<file path="config.mk">
export PLATFORM = sky130hd
export DESIGN_NAME = burst_read_ctrl_flat
export DESIGN_NICKNAME = d
export VERILOG_FILES = /design/src/rtl/burst_read_ctrl_if.sv /design/src/rtl/burst_read_ctrl.sv /design/src/flat_wrapper.sv
export SDC_FILE = /design/constraint.sdc
export NUM_CORES = 1
export LEC_CHECK = 0
export ABC_AREA = 1
export CAP_MARGIN = 0
export CORE_ASPECT_RATIO = 0.9
export CORE_MARGIN = 2
export CORE_UTILIZATION = 43
export CTS_CLUSTER_SIZE = 40
export DETAILED_ROUTE_END_ITERATION = 8
export GPL_ROUTABILITY_DRIVEN = 0
export PLACE_DENSITY = 0.77
export SLEW_MARGIN = 25
export SYNTH_ARGS = -nofsm -noshare
export SYNTH_HDL_FRONTEND = slang
export SYNTH_SLANG_ARGS = --single-unit
</file>
<file path="constraint.sdc">
create_clock -name clk -period 1.5 [get_ports clk]
set_input_delay 0.225 -clock clk [delete_from_list [all_inputs] [get_ports clk]]
set_output_delay 0.225 -clock clk [all_outputs]
set_load 0.02 [all_outputs]
</file>
<file path="src/rtl/burst_read_ctrl_if.sv">
// rtl/burst_read_ctrl_if.sv - request, MRAM and capture signals of burst_read_ctrl
interface burst_read_ctrl_if #(
    parameter int ADDR_WIDTH = 16,
    parameter int BUS_WIDTH  = 16,
    parameter int LEN_WIDTH  = 8
);
    logic                  start;
    logic [ADDR_WIDTH-1:0] start_addr;
    logic [LEN_WIDTH-1:0]  burst_len;
    logic                  abort;
    logic [ADDR_WIDTH-1:0] mem_addr;
    logic                  mem_ce;
    logic [BUS_WIDTH-1:0]  mem_rdata;
    logic [BUS_WIDTH-1:0]  cap_data;
    logic                  cap_wen;
    logic                  out_ready;
    logic                  busy;
    logic                  done;

    modport master (
        output start, start_addr, burst_len, abort, mem_rdata, out_ready,
        input  mem_addr, mem_ce, cap_data, cap_wen, busy, done
    );

    modport slave (
        input  start, start_addr, burst_len, abort, mem_rdata, out_ready,
        output mem_addr, mem_ce, cap_data, cap_wen, busy, done
    );
endinterface

</file>
<file path="src/rtl/burst_read_ctrl.sv">
// rtl/burst_read_ctrl.sv - burst MRAM read sequencer feeding the burst data holding register
module burst_read_ctrl #(
    parameter int ADDR_WIDTH    = 16,
    parameter int BUS_WIDTH     = 16,
    parameter int LEN_WIDTH     = 8,
    parameter int ACCESS_CYCLES = 4
) (
    input logic              clk,
    input logic              rst,
    burst_read_ctrl_if.slave bus
);
    localparam int WAIT_WIDTH = (ACCESS_CYCLES > 1) ? $clog2(ACCESS_CYCLES) : 1;
    localparam logic [WAIT_WIDTH-1:0] WAIT_LOAD = WAIT_WIDTH'(ACCESS_CYCLES - 1);

    typedef enum logic [2:0] {IDLE, ACCESS, CAPTURE, HOLD, DONE} state_t;

    state_t                state;
    state_t                next_state;
    logic [ADDR_WIDTH-1:0] mem_addr_q;
    logic [BUS_WIDTH-1:0]  rdata_q;
    logic [LEN_WIDTH-1:0]  remaining;
    logic [WAIT_WIDTH-1:0] wait_cnt;
    logic                  start_ok;
    logic                  mem_ce;
    logic                  cap_wen;
    logic                  busy;
    logic                  done;

    assign start_ok = bus.start && (bus.burst_len != '0);

    always_ff @(posedge clk or posedge rst) begin
        if (rst) begin
            state <= IDLE;
        end else begin
            state <= next_state;
        end
    end

    always_comb begin
        next_state = state;
        mem_ce     = 1'b0;
        cap_wen    = 1'b0;
        done       = 1'b0;
        busy       = 1'b1;
        case (state)
            IDLE: begin
                busy = 1'b0;
                if (start_ok) next_state = ACCESS;
            end
            ACCESS: begin
                mem_ce = 1'b1;
                if (wait_cnt == '0) next_state = CAPTURE;
            end
            CAPTURE: begin
                cap_wen    = 1'b1;
                next_state = (remaining == LEN_WIDTH'(1)) ? DONE : HOLD;
            end
            HOLD: begin
                if (bus.out_ready) next_state = ACCESS;
            end
            DONE: begin
                done       = 1'b1;
                next_state = IDLE;
            end
            default: next_state = IDLE;
        endcase
        // Cancel overrides every other transition out of a busy state.
        if (bus.abort && (state != IDLE)) next_state = IDLE;
    end

    // Datapath updates are keyed on the chosen transition so an abort
    // automatically suppresses capture, address advance and count update.
    always_ff @(posedge clk or posedge rst) begin
        if (rst) begin
            mem_addr_q <= '0;
            rdata_q    <= '0;
            remaining  <= '0;
            wait_cnt   <= '0;
        end else begin
            if ((state == IDLE) && (next_state == ACCESS)) begin
                mem_addr_q <= bus.start_addr;
                remaining  <= bus.burst_len;
            end
            if ((state != ACCESS) && (next_state == ACCESS)) begin
                wait_cnt <= WAIT_LOAD;
            end else if ((state == ACCESS) && (wait_cnt != '0)) begin
                wait_cnt <= wait_cnt - 1'b1;
            end
            if ((state == ACCESS) && (next_state == CAPTURE)) begin
                rdata_q <= bus.mem_rdata;
            end
            if ((state == CAPTURE) && (next_state != IDLE)) begin
                mem_addr_q <= mem_addr_q + 1'b1;
                remaining  <= remaining - 1'b1;
            end
        end
    end

    assign bus.mem_addr = mem_addr_q;
    assign bus.mem_ce   = mem_ce;
    assign bus.cap_data = rdata_q;
    assign bus.cap_wen  = cap_wen;
    assign bus.busy     = busy;
    assign bus.done     = done;
endmodule

</file>
<file path="src/flat_wrapper.sv">
// flat-port wrapper written by rule: the top's interface ports become plain ports
module burst_read_ctrl_flat 
#(
    parameter int ADDR_WIDTH    = 16,
    parameter int BUS_WIDTH     = 16,
    parameter int LEN_WIDTH     = 8,
    parameter int ACCESS_CYCLES = 4
)
  (clk, rst, bus_start, bus_start_addr, bus_burst_len, bus_abort, bus_mem_rdata, bus_out_ready, bus_mem_addr, bus_mem_ce, bus_cap_data, bus_cap_wen, bus_busy, bus_done);
  burst_read_ctrl_if #(.ADDR_WIDTH(ADDR_WIDTH), .BUS_WIDTH(BUS_WIDTH), .LEN_WIDTH(LEN_WIDTH)) bus_i ();
  input logic clk;
  input logic rst;
  input wire logic [$bits(bus_i.start)-1:0] bus_start;
  input wire logic [$bits(bus_i.start_addr)-1:0] bus_start_addr;
  input wire logic [$bits(bus_i.burst_len)-1:0] bus_burst_len;
  input wire logic [$bits(bus_i.abort)-1:0] bus_abort;
  input wire logic [$bits(bus_i.mem_rdata)-1:0] bus_mem_rdata;
  input wire logic [$bits(bus_i.out_ready)-1:0] bus_out_ready;
  output wire logic [$bits(bus_i.mem_addr)-1:0] bus_mem_addr;
  output wire logic [$bits(bus_i.mem_ce)-1:0] bus_mem_ce;
  output wire logic [$bits(bus_i.cap_data)-1:0] bus_cap_data;
  output wire logic [$bits(bus_i.cap_wen)-1:0] bus_cap_wen;
  output wire logic [$bits(bus_i.busy)-1:0] bus_busy;
  output wire logic [$bits(bus_i.done)-1:0] bus_done;
  assign bus_i.start = bus_start;
  assign bus_i.start_addr = bus_start_addr;
  assign bus_i.burst_len = bus_burst_len;
  assign bus_i.abort = bus_abort;
  assign bus_i.mem_rdata = bus_mem_rdata;
  assign bus_i.out_ready = bus_out_ready;
  assign bus_mem_addr = bus_i.mem_addr;
  assign bus_mem_ce = bus_i.mem_ce;
  assign bus_cap_data = bus_i.cap_data;
  assign bus_cap_wen = bus_i.cap_wen;
  assign bus_busy = bus_i.busy;
  assign bus_done = bus_i.done;
  burst_read_ctrl #(.ADDR_WIDTH(ADDR_WIDTH), .BUS_WIDTH(BUS_WIDTH), .LEN_WIDTH(LEN_WIDTH), .ACCESS_CYCLES(ACCESS_CYCLES)) u_core (.clk(clk), .rst(rst), .bus(bus_i));
endmodule
</file>
==> flow_summary.toml <==
[finish]
fin_area_sq_um = 4242
utilization = 0.6937
nFillCells = 484
multi_input_area_sq_um = 1474
layout_commonest_cell = "nand2_1"
nNetsFinal = 545
layout_common_cells = "nand2_1, clkdlybuf4s50_1, dfrtp_1, nor2_1, inv_1"
syn2layout_area_growth_pct = 56.58
diodes = 0
drive_gt1_frac = 0.1976
regArea_sq_um = 1129

[critical_path]
slowest_delay_ns = 0.38
cp_max_fo = 8
r2r_end = "u_core.bus.cap_data[6]$_DFFE_PP0P_"
required_ns = 1.69
cp-start-kind = "flip-flop"
rr_worst_depth = 10
path_cells = "inv_2 -> ha_4 -> nand2_2 -> nor2_1 -> nand2_1 -> nand2_2 -> nand3_4 -> clkbuf_16 -> nand4_1 -> nand2_1"
crit_path_top_delay_cell = "dfrtp_1"
r2r_start = "u_core.remaining[1]$_DFFE_PP0P_"
worstPathArrival_ns = 1.74
crit_type = "flip-flop to flip-flop"
endpoint_kind = "flip-flop"
r2r_slack_ns = -0.04

[sta]
max_slew.worst_pin.slew_ns = 0.3062
fin_crit_sh = 1.028
fmax_mhz = 648.3
relSlewSlack = 0.7951
skew_ns = 0.004040
setup_violations = 19
finalHoldViolCount = 0
min_period_ns = 1.543
hold_ws_ns = 0.2701
setup_ws_ns = -0.04252
drv_slew = 0
rsz0062_at_grt = "true"

[synthesis]
syn_nets = 420
synth_edf_count = 0
ys_seq_area_frac = 0.4157
ys_types = 28
ys_seq_elements = 45
ys.warnings.count = 0
synthArstFlopShare = 1.000
synth.cell_area_sq_um = 2709
ys.flop_type = "dfrtp_1"
syn_area_per_cell_sq_um = 7.301
syn_inst = 371

[grt]
grt_max_degree = 46
grt_pass1_wl_mm = 12.81
grt_pass1_vias = 2836
gr-usage-all-layers = 0.2328
gr-total-overflow = 0
antenna_found_initial = 0

[clock_tree]
max-clock-path-buffers = 2
cts_tree = "done"
cts_buffers = 5
cts.sinks = 45
root_buffer = "clkbuf_8"
path_clk_slew_ns = 0.08
htreeDepth = 2
clock_latency_ns = 0.30

[placement]
port_buffers = 80
placedInstanceArea_sq_um = 3872
dp_hpwl_mm = 5.910

[floorplan]
coreArea_sq_um = 6115
io-pin-count = 81
initial_core_util = 0.4430
rows = 27
die_h_microns = 79.30
design.die.area_sq_um = 6951
fp.dieW_microns = 87.67

[pwr]
power_density_nw_per_um2 = 1988
ir_drop_mv = 1.036
p_leak_nw = 2.200
fin_total_pwr_w = 0.008434

[drt]
drc = 0
detail_route.iter0.violations = 265
wl_per_cell_microns = 14.42
ant_nets = 0
dr.pass1.iters = 6
wirelength_mm = 8.408
vias = 3064
routed_via_density = 5.256

[job]
maxCapViolations = 0

[status]
outcome = "finished with violations"
violations = "negative setup slack"

[worst_hold_path]
hold_path.class = "input port to async pin"
cells by family (layout without fill, tap and decap cells):
logic type / Yosys count / count (layout) / synth area share
flip-flops: 45 / 45 / 0.4157
adder cells (fa/ha/maj): 4 / 4 / 0.01848
AND/OR/NAND/NOR: 223 / 225 / 0.3806
buffers and inverters: 57 / 180 / 0.09515
XOR/XNOR: 4 / 4 / 0.01293
AO/OA/AOI/OAI: 38 / 38 / 0.07714
routing by layer:
metal	wire length, microns	global-route usage	up-vias
met5	0	0	-
met4	171	0.07231	0
met3	503	0.03846	23
met2	4146	0.3795	131
met1	3587	0.3155	1445
li1	-	-	1465
worst max path at each step:
stage | slack (ns) | cells past startpoint | startpoint | to
2_1_floorplan | 0.04 | 8 | u_core.bus.mem_addr[1]$_DFFE_PP0P_ | u_core.bus.mem_addr[14]$_DFFE_PP0P_
4_1_cts | -0.002 | 8 | u_core.state[2]$_DFF_PP0_ | u_core.bus.mem_addr[13]$_DFFE_PP0P_
6_report | -0.04 | 10 | u_core.remaining[1]$_DFFE_PP0P_ | u_core.bus.cap_data[6]$_DFFE_PP0P_
3_3_place_gp | -0.12 | 11 | bus_burst_len[4] | u_core.bus.mem_addr[14]$_DFFE_PP0P_
3_5_place_dp | -0.16 | 10 | bus_burst_len[4] | u_core.wait_cnt[1]$_DFFE_PP0P_
5_1_grt | -0.11 | 10 | u_core.remaining[1]$_DFFE_PP0P_ | u_core.bus.cap_data[2]$_DFFE_PP0P_
final cells by class:
type	count	area share
Tap cell	87	0.02566
Sequential cell	45	0.2661
Timing Repair Buffer	126	0.2965
Inverter	47	0.04395
Clock buffer	7	0.02035
Multi-Input combinational cell	271	0.3475
per-stage QoR:
step,setup WS (ns),setup TNS (ns),std cells
finish,-0.04252,-0.3600,583
global route,-0.1141,-2.541,583
CTS,-0.002316,-0.002316,574
detailed placement,-0.1591,-3.150,565
global placement,-0.1227,-2.045,565
floorplan,0.04243,0,371
report_power, final:
part           switching, W  internal, W
Sequential         0.000544      0.00179
Combinational       0.00306      0.00227
Clock              0.000406     0.000366
Total               0.00401      0.00442
Yosys cell counts, drive strengths merged, types with 4 or more instances:
library cell	count	share of area
a21oi	8	0.015
buf	10	0.030
dfrtp	45	0.42
ha	4	0.018
inv	47	0.065
nand2	112	0.16
nand3	29	0.065
nand4	26	0.060
nor2	49	0.073
nor3	5	0.015
o211ai	6	0.017
o21ai	21	0.039
xor2	4	0.013
flip-flops by register name, summed over array words and instances, names as in the netlist:
name / cells
u_core.bus.mem_addr: 16
u_core.remaining: 8
u_core.state: 3
u_core.bus.cap_data: 16
u_core.wait_cnt: 2
worst max-delay path, delay by kind of cell (launching register included):
kind,cells,cell delay (ns)
simple gates,7,0.64
fa+ha+maj,1,0.13
buf+inv,2,0.27
flops,1,0.38
what timing repair did:
action	CTS	global route
setup endpoints to repair	66	54
resized for setup	49	54
buffers inserted	1	6
hold buffers	0	0
gates cloned	1	3
pin swaps	2	25
Note: power is estimated with default switching activity, not from simulation.
